## config.mk

```make
export PLATFORM = sky130hd
export DESIGN_NAME = alu_seq_flat
export DESIGN_NICKNAME = d
export VERILOG_FILES = /design/src/rtl/alu_seq_if.sv /design/src/rtl/alu_seq.sv /design/src/flat_wrapper.sv
export SDC_FILE = /design/constraint.sdc
export NUM_CORES = 1
export LEC_CHECK = 0
export BUFFER_PORTS_ARGS = -buffer_cell sky130_fd_sc_hd__clkbuf_2
export CORE_ASPECT_RATIO = 0.9
export CORE_MARGIN = 3
export CORE_UTILIZATION = 41
export CTS_BUF_LIST = sky130_fd_sc_hd__clkbuf_2
export CTS_CLUSTER_SIZE = 24
export DETAILED_ROUTE_END_ITERATION = 10
export PLACE_DENSITY = 0.59
export REMOVE_ABC_BUFFERS = 1
export SLEW_MARGIN = 20
export SYNTH_ARGS = -nofsm -noshare
export SYNTH_HDL_FRONTEND = slang
export SYNTH_SLANG_ARGS = --single-unit
```

## constraint.sdc

```tcl
create_clock -name clk -period 9.3 [get_ports clk]
set_input_delay 1.395 -clock clk [delete_from_list [all_inputs] [get_ports clk]]
set_output_delay 1.395 -clock clk [all_outputs]
set_load 0.02 [all_outputs]
```

## src/rtl/alu_seq_if.sv

```systemverilog
`default_nettype none
// ============================================================================
// Module   : alu_seq_if
// Purpose  : Request/response bundle between the control unit and alu_seq.
// Revision : 1.0
// ============================================================================

interface alu_seq_if #(
    parameter int N = 64
);
    logic         start;
    logic [N-1:0] a;
    logic [N-1:0] b;
    logic [3:0]   ALUcontrol;
    logic         busy;
    logic         done;
    logic [N-1:0] result;
    logic         zero;

    modport master (
        output start, a, b, ALUcontrol,
        input  busy, done, result, zero
    );

    modport slave (
        input  start, a, b, ALUcontrol,
        output busy, done, result, zero
    );
endinterface

`default_nettype wire

```

## src/rtl/alu_seq.sv

```systemverilog
`default_nettype none
// ============================================================================
// Module   : alu_seq
// Purpose  : Registered LEGv8 ALU; single-cycle logic/arith ops plus N-cycle
//            shift-add multiply and restoring divide behind start/busy/done.
// Revision : 1.0
// ============================================================================

module alu_seq #(
    parameter int N = 64
) (
    input  logic      clk,
    input  logic      reset,
    alu_seq_if.slave  bus
);

    localparam int            C_CW       = $clog2(N + 1);
    localparam logic [C_CW-1:0] C_CNT_LOAD = C_CW'(N);
    localparam logic [C_CW-1:0] C_CNT_LAST = C_CW'(1);

    typedef enum logic [0:0] {
        IDLE = 1'b0,
        RUN  = 1'b1
    } state_t;

    state_t          state_q, state_d;
    logic [C_CW-1:0] cnt_q, cnt_d;
    logic [1:0]      op_q, op_d;
    logic [2*N-1:0]  acc_q, acc_d;
    logic [N-1:0]    opb_q, opb_d;
    logic [N-1:0]    result_q, result_d;
    logic            zero_q, zero_d;
    logic            done_q, done_d;

    logic [N-1:0]    w_alu;
    logic            w_is_iter;
    logic [N:0]      w_mul_sum;
    logic [2*N-1:0]  w_mul_next;
    logic [N:0]      w_div_shift;
    logic [N-1:0]    w_div_diff;
    logic            w_div_ge;
    logic [2*N-1:0]  w_div_next;
    logic [2*N-1:0]  w_step;
    logic [N-1:0]    w_fin;

    assign w_is_iter = (bus.ALUcontrol[3:2] == 2'b10);

    always_comb begin
        w_alu = '1;
        case (bus.ALUcontrol)
            4'b0000: w_alu = bus.a & bus.b;
            4'b0001: w_alu = bus.a | bus.b;
            4'b0010: w_alu = bus.a + bus.b;
            4'b0110: w_alu = bus.a - bus.b;
            4'b0111: w_alu = bus.b;
            default: w_alu = '1;
        endcase
    end

    // Multiply: acc = {partial high, remaining multiplier bits}; add then shift right.
    assign w_mul_sum  = {1'b0, acc_q[2*N-1:N]} + (acc_q[0] ? {1'b0, opb_q} : {(N+1){1'b0}});
    assign w_mul_next = {w_mul_sum, acc_q[N-1:1]};

    // Divide: acc = {remainder, dividend/quotient}; the shifted remainder needs N+1 bits.
    assign w_div_shift = acc_q[2*N-1:N-1];
    assign w_div_ge    = (w_div_shift >= {1'b0, opb_q});
    assign w_div_diff  = w_div_shift[N-1:0] - opb_q;
    assign w_div_next  = w_div_ge ? {w_div_diff, acc_q[N-2:0], 1'b1}
                                  : {w_div_shift[N-1:0], acc_q[N-2:0], 1'b0};

    assign w_step = op_q[1] ? w_div_next : w_mul_next;

    // A zero divisor leaves all-ones in the quotient half, so UDIV is forced to 0.
    always_comb begin
        w_fin = w_step[N-1:0];
        case (op_q)
            2'b00:   w_fin = w_step[N-1:0];
            2'b01:   w_fin = w_step[2*N-1:N];
            2'b10:   w_fin = (opb_q == '0) ? '0 : w_step[N-1:0];
            default: w_fin = w_step[2*N-1:N];
        endcase
    end

    always_comb begin
        state_d  = state_q;
        cnt_d    = cnt_q;
        op_d     = op_q;
        acc_d    = acc_q;
        opb_d    = opb_q;
        result_d = result_q;
        zero_d   = zero_q;
        done_d   = 1'b0;
        case (state_q)
            IDLE: begin
                if (bus.start) begin
                    if (w_is_iter) begin
                        state_d = RUN;
                        cnt_d   = C_CNT_LOAD;
                        op_d    = bus.ALUcontrol[1:0];
                        opb_d   = bus.b;
                        acc_d   = {{N{1'b0}}, bus.a};
                    end else begin
                        result_d = w_alu;
                        zero_d   = (w_alu == '0);
                        done_d   = 1'b1;
                    end
                end
            end
            RUN: begin
                acc_d = w_step;
                cnt_d = cnt_q - C_CNT_LAST;
                if (cnt_q == C_CNT_LAST) begin
                    state_d  = IDLE;
                    result_d = w_fin;
                    zero_d   = (w_fin == '0);
                    done_d   = 1'b1;
                end
            end
            default: state_d = IDLE;
        endcase
    end

    always_ff @(posedge clk or negedge reset) begin
        if (!reset) begin
            state_q  <= IDLE;
            cnt_q    <= '0;
            op_q     <= '0;
            acc_q    <= '0;
            opb_q    <= '0;
            result_q <= '0;
            zero_q   <= 1'b1;
            done_q   <= 1'b0;
        end else begin
            state_q  <= state_d;
            cnt_q    <= cnt_d;
            op_q     <= op_d;
            acc_q    <= acc_d;
            opb_q    <= opb_d;
            result_q <= result_d;
            zero_q   <= zero_d;
            done_q   <= done_d;
        end
    end

    assign bus.busy   = (state_q == RUN);
    assign bus.done   = done_q;
    assign bus.result = result_q;
    assign bus.zero   = zero_q;

endmodule

`default_nettype wire

```

## src/flat_wrapper.sv

```systemverilog
// flat-port wrapper written by rule: the top's interface ports become plain ports
module alu_seq_flat 
#(
    parameter int N = 64
)
  (clk, reset, bus_start, bus_a, bus_b, bus_ALUcontrol, bus_busy, bus_done, bus_result, bus_zero);
  alu_seq_if #(.N(N)) bus_i ();
  input  logic clk;
  input  logic reset;
  input wire logic [$bits(bus_i.start)-1:0] bus_start;
  input wire logic [$bits(bus_i.a)-1:0] bus_a;
  input wire logic [$bits(bus_i.b)-1:0] bus_b;
  input wire logic [$bits(bus_i.ALUcontrol)-1:0] bus_ALUcontrol;
  output wire logic [$bits(bus_i.busy)-1:0] bus_busy;
  output wire logic [$bits(bus_i.done)-1:0] bus_done;
  output wire logic [$bits(bus_i.result)-1:0] bus_result;
  output wire logic [$bits(bus_i.zero)-1:0] bus_zero;
  assign bus_i.start = bus_start;
  assign bus_i.a = bus_a;
  assign bus_i.b = bus_b;
  assign bus_i.ALUcontrol = bus_ALUcontrol;
  assign bus_busy = bus_i.busy;
  assign bus_done = bus_i.done;
  assign bus_result = bus_i.result;
  assign bus_zero = bus_i.zero;
  alu_seq #(.N(N)) u_core (.clk(clk), .reset(reset), .bus(bus_i));
endmodule
```

==> qor.csv <==
stage,metric,value,unit
outcome,status,"complete, no violations",
timing,slew of the pin with the lowest slew margin,1110,ps
yosys,Post-synth top cells,"o21ai_0 (502), nand2_1 (458), a21oi_1 (317)",
cells_and_area,Final Core Density,0.449,
power,Max IR drop VDD,0.0701,mV
clocking,Post-CTS Setup Bufs,0,
yosys,Yosys top cell area share,0.228,
yosys,Most used DFF post-synth,dfrtp_1,
route,vias per cell,6.43,
yosys,#FFs+latches synth,268,
cells_and_area,register area,0.00672,mm^2
die,die area,0.0746,mm^2
setup_path,Setup crit end kind,register,
yosys,"top cells by area, synth","dfrtp_1 (23%), o21ai_0 (8.6%), ha_1 (8.4%)",
clocking,Sink Count,268,
global_route,initial antenna violation count,12,
setup_path,Crit path required time,10390,ps
die,Die Width,288,um
placement,post-DP HPWL,107000,um
timing,fin crit share,0.844,
timing,Slew HR,0.257,
timing,Setup Skew,90.1,ps
flow_run,max-capacitance violation count,0,
yosys,instance count of the mapped netlist,3960,
setup_path,Setup crit start kind,primary input,
timing,RSZ-0062 raised after global routing,false,
clocking,CTS tree,built,
cells_and_area,Fill cells,7473,
placement,# port buffers,201,
die,Die Y,259,um
yosys,Synth cell types,85,
clocking,Worst-Skew Late Latency,1190,ps
global_route,largest net degree at the start of global routing,138,
die,Boundary Pins,202,
route,Initial DRT Pass Iterations,6,
cells_and_area,share of layout cells above drive strength 1,0.111,
cells_and_area,synthesis-to-layout area growth,7.93,%
yosys,synthesized area,0.0293,mm^2
route,final wirelength,136000,um
yosys,Post-synth ARST share,1.00,
setup_path,CP Max Fanout,7,
route,ANT nets after route,0,
clocking,Resized Gates After CTS,0,
setup_path,RR Startpoint,u_core.acc_q[0]$_DFFE_PN0P_,
placement,placer congestion estimate,0.995,
clocking,H-tree levels,3,
timing,Finish-stage setup viols,0,
cells_and_area,Finished Cell Area,0.0316,mm^2
global_route,Global Route Usage Sum,0.351,
route,Starting DRT DRC Count,3863,
yosys,Mean Syn Cell Area,7.39,um^2
route,drt wl/cell,27.1,um
timing,Fin. Hold Viols,0,
yosys,"EDFF count, synth",0,
min_path,Hold Crit Class,primary input to async pin,
placement,Area after DPL,0.0308,mm^2
global_route,GRT overflow,0,
clocking,clock slew at reported path FFs,130,ps
timing,"Slew Viols, Final",0,
cells_and_area,Layout Nets,4345,
clocking,CTS Hold Buffers Added,0,
setup_path,worst setup path startpoint,bus_b[0],
timing,Final min period,7850,ps
clocking,CTS Buf Count,80,
clocking,Clock Tree Root,clkbuf_2,
clocking,Bufs on Longest Clock Path,3,
cells_and_area,area of the multi-input gates,0.0210,mm^2
die,Rows,92,
yosys,most common cell in the netlist,o21ai_0,
global_route,global-route wire length before repair,197000,um
timing,Max Freq,127,MHz
power,Lkg Pwr,0.0132,uW
setup_path,Worst EP arrival,8940,ps
yosys,largest area contributor in the netlist,dfrtp_1,
die,initial core utilization,0.416,
route,DRC violations left,0,
yosys,sequential fraction of the synthesis area,0.229,
die,Core Region,0.0703,mm^2
global_route,vias in the first global route,29400,
power,total power per unit cell area,89.6,mW/mm^2
yosys,number of warnings issued by yosys,0,
route,vias after detailed routing,32200,
setup_path,Crit Path Class,primary input to register,
-- power by group --
group,switching (uW),leakage [uW],internal [uW]
clock,622,0.000544,361
combinational,442,0.00960,220
sequential,9.05,0.00301,1170
total,1070,0.0132,1760
-- stage by stage --
| stage | setup WS (ps) | total power, uW | std cells | TNS [ps] | hold slack, ps |
|---|---|---|---|---|---|
| detailed placement | 540 | 1850 | 4869 | 0 | 467 |
| floorplan | -148 | 1590 | 3682 | -148 | 444 |
| finish | 1450 | 2830 | 5017 | 0 | 200 |
| CTS | 1790 | 2840 | 5006 | 0 | 108 |
| global route | 1180 | 2960 | 5011 | 0 | 167 |
| global placement | 587 | 1850 | 4869 | 0 | 461 |
-- metal layers --
layer | vias to the layer above | wire, um | share of wire | global-route usage
met1 | 15500 | 58400 | 0.43 | 0.481
met2 | 1693 | 57900 | 0.43 | 0.518
met4 | 0 | 6700 | 0.049 | 0.159
met3 | 297 | 13100 | 0.096 | 0.0853
met5 | - | 0 | 0 | 0
li1 | 14700 | - | - | -
-- worst max-delay path: stages --
cell      delay (ps)
clkbuf_2         140
inv_1            150
ha_1             210
nand2b_1         100
or4_1            460
nor3_1           500
nand2_1          180
or2_2            360
nor3_1           440
nand2_1          240
or2_1            390
o21ai_0          240
xor2_1           100
ha_1             410
nand4_1          230
a211o_1          350
a21oi_1          420
a21o_1           190
nand3_1          100
nor4_1           290
nand4_1          120
or4_1            600
or4_1            640
nor4_1           290
and4_1           230
a31oi_1           80
o31ai_1           80
-- placed cells by master (no fill, tap or decap), types with 11 or more instances in the layout --
cell type | netlist | routed
clkbuf_2 | 0 | 316
mux2_2 | 31 | 31
diode_2 | 0 | 11
inv_1 | 141 | 140
a222oi_1 | 24 | 24
or3_1 | 22 | 22
o41ai_1 | 12 | 12
a22o_1 | 50 | 50
mux2i_1 | 79 | 79
nand3_1 | 85 | 85
ha_1 | 196 | 196
and2_1 | 78 | 78
xor2_1 | 104 | 104
a211oi_1 | 42 | 42
nand2b_1 | 27 | 27
o31ai_1 | 38 | 38
o211ai_1 | 40 | 40
o21bai_1 | 36 | 36
nor2_1 | 252 | 252
nor2b_1 | 74 | 72
o21ai_0 | 502 | 502
o21a_1 | 49 | 49
a21oi_1 | 317 | 315
nand2_1 | 458 | 458
a221oi_1 | 15 | 15
dfrtp_1 | 267 | 264
xnor2_1 | 121 | 121
and3_1 | 19 | 18
or4_1 | 13 | 13
nand4_1 | 96 | 96
nor3_1 | 64 | 63
a21o_1 | 97 | 97
a22oi_1 | 54 | 54
nor4_1 | 42 | 41
o2111ai_1 | 29 | 29
buf_4 | 0 | 44
a31oi_1 | 52 | 51
-- registers in the layout (all words and copies together), names as in the netlist --
register	flops
u_core.cnt_q	7
u_core.acc_q	128
u_core.bus.busy	1
u_core.bus.result	64
u_core.bus.done	1
u_core.opb_q	64
u_core.op_q	2
u_core.bus.zero	1
-- cells by family after synthesis --
group                      after synthesis  share of synthesized area
xor gates and xnor gates               225                     0.0673
adders and majority gates              200                     0.0862
buffers and inverters                  420                     0.0545
and+or+nand+nor                       1275                      0.209
DFF                                    268                      0.229
muxes                                  110                     0.0390
AOI/OAI and AO/OA                     1462                      0.315
-- worst paths after layout --
check,to,cells after the start,slack [ps]
max,u_core.bus.zero$_DFFE_PN1P_,27,1450
min,u_core.acc_q[73]$_DFFE_PN0P_,1,200
max reg2reg,u_core.bus.zero$_DFFE_PN1P_,16,2410
min reg2reg,u_core.bus.result[37]$_DFFE_PN0P_,2,480
max in group asynchronous,u_core.bus.busy$_DFF_PN0_,2,7700
min in group clk,u_core.bus.result[37]$_DFFE_PN0P_,2,480
-- final cells by class --
type / count / share of cell area
Antenna cell: 11 / 0.000872
Inverter: 142 / 0.0170
Multi-Input combinational cell: 3272 / 0.666
Tap cell: 940 / 0.0372
Clock inverter: 21 / 0.00380
Timing Repair Buffer: 247 / 0.0439
Clock buffer: 116 / 0.0184
Sequential cell: 268 / 0.213
Note: power is estimated with default switching activity, not from simulation.
